`config.mk`:
```
export PLATFORM = sky130hd
export DESIGN_NAME = in_debouncer
export DESIGN_NICKNAME = d
export VERILOG_FILES = /design/src/rtl/in_debouncer_pkg.sv /design/src/rtl/in_debouncer_sync.sv /design/src/rtl/in_debouncer.sv
export SDC_FILE = /design/constraint.sdc
export NUM_CORES = 1
export LEC_CHECK = 0
export BUFFER_PORTS_ARGS = -buffer_cell sky130_fd_sc_hd__buf_2
export CAP_MARGIN = 20
export CORE_AREA = 2 2 39 41
export DETAILED_ROUTE_END_ITERATION = 8
export DIE_AREA = 0 0 41 43
export PLACE_DENSITY_LB_ADDON = 0.05
export SLEW_MARGIN = 5
export SYNTH_ARGS = -nofsm -noshare
export SYNTH_HDL_FRONTEND = slang
export SYNTH_SLANG_ARGS = --single-unit
export TNS_END_PERCENT = 30
```
`constraint.sdc`:
```
create_clock -name clk -period 1.5 [get_ports clk]
set_input_delay 0.075 -clock clk [delete_from_list [all_inputs] [get_ports clk]]
set_output_delay 0.075 -clock clk [all_outputs]
set_load 0.05 [all_outputs]
```
`src/rtl/in_debouncer_pkg.sv`:
```
// Shared state encodings and default parameters for the input debouncer.
package in_debouncer_pkg;
  typedef enum logic {
    ST_IDLE    = 1'b0,
    ST_CONFIRM = 1'b1
  } state_e;

  localparam int DEF_SYNC_STAGES   = 2;
  localparam int DEF_STABLE_CYCLES = 4;
endpackage

```
`src/rtl/in_debouncer_sync.sv`:
```
// Reset-to-0 flop chain that brings a raw asynchronous level into the clk domain.
module in_sync #(
  parameter int STAGES = 2
) (
  input  logic clk,
  input  logic rst,
  input  logic d,
  output logic q
);
  logic [STAGES-1:0] chain;

  always_ff @(posedge clk) begin
    if (rst) chain <= '0;
    else     chain <= {chain[STAGES-2:0], d};
  end

  assign q = chain[STAGES-1];
endmodule

```
`src/rtl/in_debouncer.sv`:
```
// Debounces a raw pin: synchronizer, then a stability filter that flips out only after
// STABLE_CYCLES consecutive differing samples. Emits registered rise/fall strobes and busy.
module in_debouncer
  import in_debouncer_pkg::*;
#(
  parameter int SYNC_STAGES   = DEF_SYNC_STAGES,
  parameter int STABLE_CYCLES = DEF_STABLE_CYCLES
) (
  input  logic clk,
  input  logic rst,
  input  logic in,
  output logic out,
  output logic rise,
  output logic fall,
  output logic busy
);
  localparam int CNT_W = $clog2(STABLE_CYCLES + 1);
  localparam logic [CNT_W-1:0] CNT_LAST = CNT_W'(STABLE_CYCLES - 1);

  logic             s;
  state_e           state, state_nxt;
  logic [CNT_W-1:0] cnt, cnt_nxt;
  logic             out_nxt;

  in_sync #(.STAGES(SYNC_STAGES)) u_sync (
    .clk (clk),
    .rst (rst),
    .d   (in),
    .q   (s)
  );

  always_comb begin
    state_nxt = state;
    cnt_nxt   = '0;
    out_nxt   = out;
    case (state)
      ST_IDLE: begin
        if (s != out) begin
          state_nxt = ST_CONFIRM;
          cnt_nxt   = CNT_W'(1);
        end
      end
      ST_CONFIRM: begin
        if (s == out) begin
          state_nxt = ST_IDLE;
        end else if (cnt == CNT_LAST) begin
          out_nxt   = ~out;
          state_nxt = ST_IDLE;
        end else begin
          cnt_nxt = cnt + CNT_W'(1);
        end
      end
      default: state_nxt = ST_IDLE;
    endcase
  end

  // Strobes and busy are registered alongside out so all four change on the same edge.
  always_ff @(posedge clk) begin
    if (rst) begin
      state <= ST_IDLE;
      cnt   <= '0;
      out   <= 1'b0;
      rise  <= 1'b0;
      fall  <= 1'b0;
      busy  <= 1'b0;
    end else begin
      state <= state_nxt;
      cnt   <= cnt_nxt;
      out   <= out_nxt;
      rise  <= out_nxt & ~out;
      fall  <= ~out_nxt & out;
      busy  <= (state_nxt == ST_CONFIRM);
    end
  end
endmodule

```
After elaboration in Yosys (flattened, before gate mapping)
Index checks and enable logic that the tools add are counted.
{"block": "word_totals", "register_bits": 9, "inputBits": 3, "out_inout_bits": 4, "elab_cells": 26}
{"block": "classes", "addsub": 1, "n_eq_ne": 3, "mux": 11, "n_bitwise": 5}
{"op": "1-bit two-way mux", "n": 7}
{"op": "3-bit two-way mux", "n": 2}
{"op": "3-bit case mux with 2 select lines", "n": 1}
{"op": "3-bit by 1-bit adder with 3-bit output (second input constant)", "n": 1}
{"op": "3-bit by 2-bit equality test with 1-bit output (second input constant)", "n": 1}
{"op": "1-bit NOT", "n": 3}
{"op": "1-bit bitwise AND", "n": 2}
{"op": "1-bit case mux with 2 select lines", "n": 1}
{"op": "1-bit equality test", "n": 1}
{"op": "1-bit inequality test", "n": 1}

Longest topological paths before layout
{"block": "logic_depth", "ltp_word": 6, "depth_mapped": 4, "depth_no_buf": 4}

Cells and area by module
Synthesis repeated with hierarchy kept, for this count alone.
{"block": "hier_totals", "hier_cells": 27, "area_unflattened_um2": 319.1}
{"mod": "in_debouncer", "instances": 1, "cells_each": 23, "area_per_inst_um2": 266.5}
{"mod": "in_sync", "instances": 1, "cells_each": 4, "area_per_inst_um2": 52.6}

Worst setup path before layout
Ideal clock, no wire load.
{"block": "synth_timing", "kind": "reg-to-reg", "start": "register out", "end": "register cnt[1]", "t_arrival_ps": 1125, "required_time_ps": 1413, "path_slack_ps": 287, "path_stages_with_launch": 3, "n_path_buf": 0, "synth_period_minus_slack_ps": 1213, "path_cell_list": "dfxtp_1 xnor2_1 nor4b_2"}
{"block": "synth_via", "elab_chain_cells": 3}
{"element": "from (decl)", "line": "in_debouncer.sv:12", "source": "output logic out,"}
{"element": "from (signal assigned)", "line": "in_debouncer.sv:69", "source": "out <= out_nxt;"}
{"element": "1-bit equality test", "line": "in_debouncer.sv:44", "source": "if (s == out) begin"}
{"element": "3-bit two-way mux", "line": "in_debouncer.sv:44"}
{"element": "3-bit case mux with 2 select lines", "line": "in_debouncer.sv:36", "source": "case (state)"}
{"element": "to (signal assigned)", "line": "in_debouncer.sv:68", "source": "cnt <= cnt_nxt;"}
{"element": "to (decl)", "line": "in_debouncer.sv:22", "source": "logic [CNT_W-1:0] cnt, cnt_nxt;"}
No other way between the ends.
A chain may end at the register's enable or synchronous reset.

Worst setup path after layout
{"block": "layout_timing", "start": "register cnt[0]", "end": "register cnt[1]"}
{"block": "layout_via", "elab_chain_cells": 4, "elab_cells_between_ends": 5}
{"element": "3-bit by 1-bit adder with 3-bit output or 3-bit by 2-bit equality test with 1-bit output (tied branches)", "line": "in_debouncer.sv:50, in_debouncer.sv:46"}
{"element": "3-bit two-way mux *", "line": "in_debouncer.sv:46", "source": "end else if (cnt == CNT_LAST) begin"}
{"element": "3-bit two-way mux *", "line": "in_debouncer.sv:44"}
{"element": "3-bit case mux with 2 select lines *", "line": "in_debouncer.sv:36"}
Every way passes the cells marked *; elsewhere a longest branch is shown, timed or not.

==> flow_summary_export.csv <==
group,metric,value,unit
setup_path,setup_crit_start,"cnt[0]",
setup_path,critPathTopFamily,"adder cells",
timing,min_period,1.23,ns
setup_path,cp_max_fo,6,
finish,post_layout_nonfiller_instances,53,
place,detailed_place_hpwl,366,µm
place,routabilityCongestion,0.600,
logic_synthesis,syn_area,323,µm²
setup_path,cp_data_arrival_time,1.40,ns
power,power_density,1130,nW/µm²
setup_path,critPathCapture,"cnt[1]",
setup_path,worst_r2r_endpoint,"cnt[1]",
setup_path,reg2reg_slack,0.27,ns
detailed_routing,ant_nets,0,
detailed_routing,drtIter0Drc,1,
setup_path,crit_type,"reg -> reg",
logic_synthesis,synth-seq-cells,9,
detailed_routing,wl,521,µm
setup_path,critical_path.startpoint_type,"flop",
timing,timing.final.hold_violations,0,
finish,synthToLayoutAreaGrowth,22.5,%
grt,vias_in_the_first_global_route,213,
logic_synthesis,yosys_synthesis_warning_count,0,
hold_path,worst_hold_path_type,"in -> reg",
logic_synthesis,mappedNetlistNets,33,
logic_synthesis,netlist_instances,28,
floorplanning,full_die_area,1760,µm²
finish,final_cell_mix,"sky130_fd_sc_hd__dfxtp_1, sky130_fd_sc_hd__buf_2, sky130_fd_sc_hd__clkbuf_4",
setup_path,startpoint_of_the_worst_slack_reg_to_reg_timing_path,"cnt[0]",
timing,fmaxAchievable,0.815,GHz
place,numPortBuffers,6,
grt,pin_count_of_the_biggest_net_entering_global_routing,10,
floorplanning,die_x,41,µm
run_status,status,"finished clean",
grt,first_pass_grt_wire_length,855,µm
run,timing.max_cap.violations,0,
clock_network,number_of_cells_upsized_or_downsized_after_cts,0,
detailed_routing,vias_per_cell,4.21,
place,detailedPlace.worstSlack,0.273,ns
finish,diodes,0,
logic_synthesis,synth.yosys.seq_area_share,55.8,%
setup_path,required_arrival_time_at_the_worst_endpoint,1.68,ns
timing,worst_slew_pin_slew,0.351,ns
clock_network,holdBufCountCts,0,
clock_network,clock-root-buffer,"sky130_fd_sc_hd__clkbuf_4",
clock_network,worst_skew_pair.late_latency,0.26,ns
finish,layout.cells.most_common,"sky130_fd_sc_hd__dfxtp_1",
floorplanning,row_count,14,
place,place_inst,49,
clock_network,buffers_inserted_during_post_cts_setup_optimization,0,
power,total_power,447,µW
timing,setup_slack,0.273,ns
timing,finalCritPeriodShare,81.8,%
timing,grt_setup_unrepaired,"no",
setup_path,max_stage_delay,0.31,ns
power,power.ir.vdd_worst,0.000327,V
clock_network,htreeDepth,1,
setup_path,timing.critical_path.depth,4,
floorplanning,core_area,1380,µm²
setup_path,critical_path.slowest_cell,"sky130_fd_sc_hd__dfxtp_1",
clock_network,cts_max_path_buffers,2,
setup_path,timing.critical_path.cells,"ha_1, ha_1, nand2b_1, nor4b_2",
detailed_routing,wire_per_inst,9.83,µm
detailed_routing,route.vias.total,223,
logic_synthesis,synth_area_per_cell,11.5,µm²
setup_path,r2r.worst_path.cells,4,
finish,finalNetCount,43,
finish,layout.filler_cells,152,
timing,hold_ws,0.0304,ns
grt,antenna_found_initial,0,
finish,post_route_cells_drive_above_1_share,29.7,%
clock_network,clkSlewWorstSetupHoldPaths,0.06,ns
clock_network,clock_tree_from_tritoncts,"done",
detailed_routing,detailedRoute.firstPassIterationCount,2,
floorplanning,die_height,43,µm
power,power.static_leakage,0.000153,µW
timing,relSlewSlack,76.4,%
setup_path,timing.critical_path.to_type,"flop",
floorplanning,pin_count,7,
clock_network,cts_buf_count,3,
timing,drv_slew,0,
setup_path,critPathMostFrequentCell,"sky130_fd_sc_hd__ha_1",
grt,globalRouteOverflowTotal,0,
clock_network,cts.sink_count,9,
logic_synthesis,yosysUniqueCellTypes,17,
timing,setup_total_negative_slack,0,ns
setup_path,critPathBufInv,0,
timing,fin_worst_skew,0.00393,ns
hold_path,timing.hold.worst_path_depth,2,
detailed_routing,drcViolationCount,0,
grt,grt.total_usage,8.38,%
timing,timing.final.setup_violations,0,
floorplanning,initial_utilization,23.3,%
==> report_power, final <==
| group | internal, µW | switching (µW) |
|---|---|---|
| logic | 5.71 | 9.13 |
| clock network | 102 | 83.7 |
| registers | 243 | 3.16 |
| total | 351 | 96.0 |
==> worst min-delay path by stage <==
stage,from,end,slack (ns)
3_3_place_gp,in,u_sync.chain[0],0.29
2_1_floorplan,in,u_sync.chain[0],0.20
3_5_place_dp,in,u_sync.chain[0],0.30
6_report,in,u_sync.chain[0],0.03
4_1_cts,in,u_sync.chain[0],0.03
5_1_grt,in,u_sync.chain[0],0.03
==> flip-flops by register name, indices dropped and copies added, names as in the netlist <==
register / count
cnt: 3
fall: 1
out: 1
rise: 1
state: 1
u_sync.chain: 2
==> per-layer routing <==
| layer | share of wire, % | vias to the layer above | track usage (%) |
|---|---|---|---|
| met4 | 1.7 | 0 | 10.0 |
| met3 | 4.4 | 2 | 4.71 |
| met1 | 45 | 101 | 8.17 |
| met5 | 0 | - | 0 |
| li1 | - | 116 | - |
| met2 | 48 | 4 | 10.6 |
==> synth_stat cells <==
cell | n | area [µm²]
sky130_fd_sc_hd__xnor2_1 | 1 | 8.76
sky130_fd_sc_hd__clkbuf_1 | 1 | 3.75
sky130_fd_sc_hd__dfxtp_1 | 9 | 180
sky130_fd_sc_hd__ha_1 | 2 | 25.0
sky130_fd_sc_hd__o21a_1 | 1 | 7.51
sky130_fd_sc_hd__a21oi_1 | 1 | 5.00
sky130_fd_sc_hd__nand3_1 | 1 | 5.00
sky130_fd_sc_hd__inv_1 | 1 | 3.75
sky130_fd_sc_hd__nor4b_1 | 2 | 17.5
sky130_fd_sc_hd__nor3_1 | 1 | 5.00
sky130_fd_sc_hd__nor2b_1 | 2 | 12.5
sky130_fd_sc_hd__a21bo_2 | 1 | 10.0
sky130_fd_sc_hd__nor4_1 | 1 | 6.26
sky130_fd_sc_hd__nand2_1 | 1 | 3.75
sky130_fd_sc_hd__nor4b_2 | 1 | 15.0
sky130_fd_sc_hd__nand2b_1 | 1 | 6.26
sky130_fd_sc_hd__a211oi_1 | 1 | 7.51
==> per-stage QoR <==
stage	area, µm²	utilization (%)
floorplan	323	-
global placement	369	26.7
detailed placement	369	26.7
CTS	395	28.6
global route	395	28.6
finish	395	28.6
==> layout make-up <==
class,count,area [µm²],area share [%]
flip-flops and latches,9,180,45.6
inverters,1,3.75,0.949
repair buffers,6,30.0,7.59
well taps,16,20.0,5.06
multi-input cells,17,135,34.2
clock buffers,4,26.3,6.65
==> logic make-up (layout without fill, tap and decap cells) <==
logic type	count (synthesis)	count (layout)	share of synthesized area, %
adders and majority gates	2	2	7.75
DFF	9	9	55.8
xor gates and xnor gates	1	1	2.71
buffers and inverters	2	11	2.32
AOI/OAI and AO/OA	4	4	9.30
and+or+nand+nor	10	10	22.1
(Power assumes the default switching activity.)
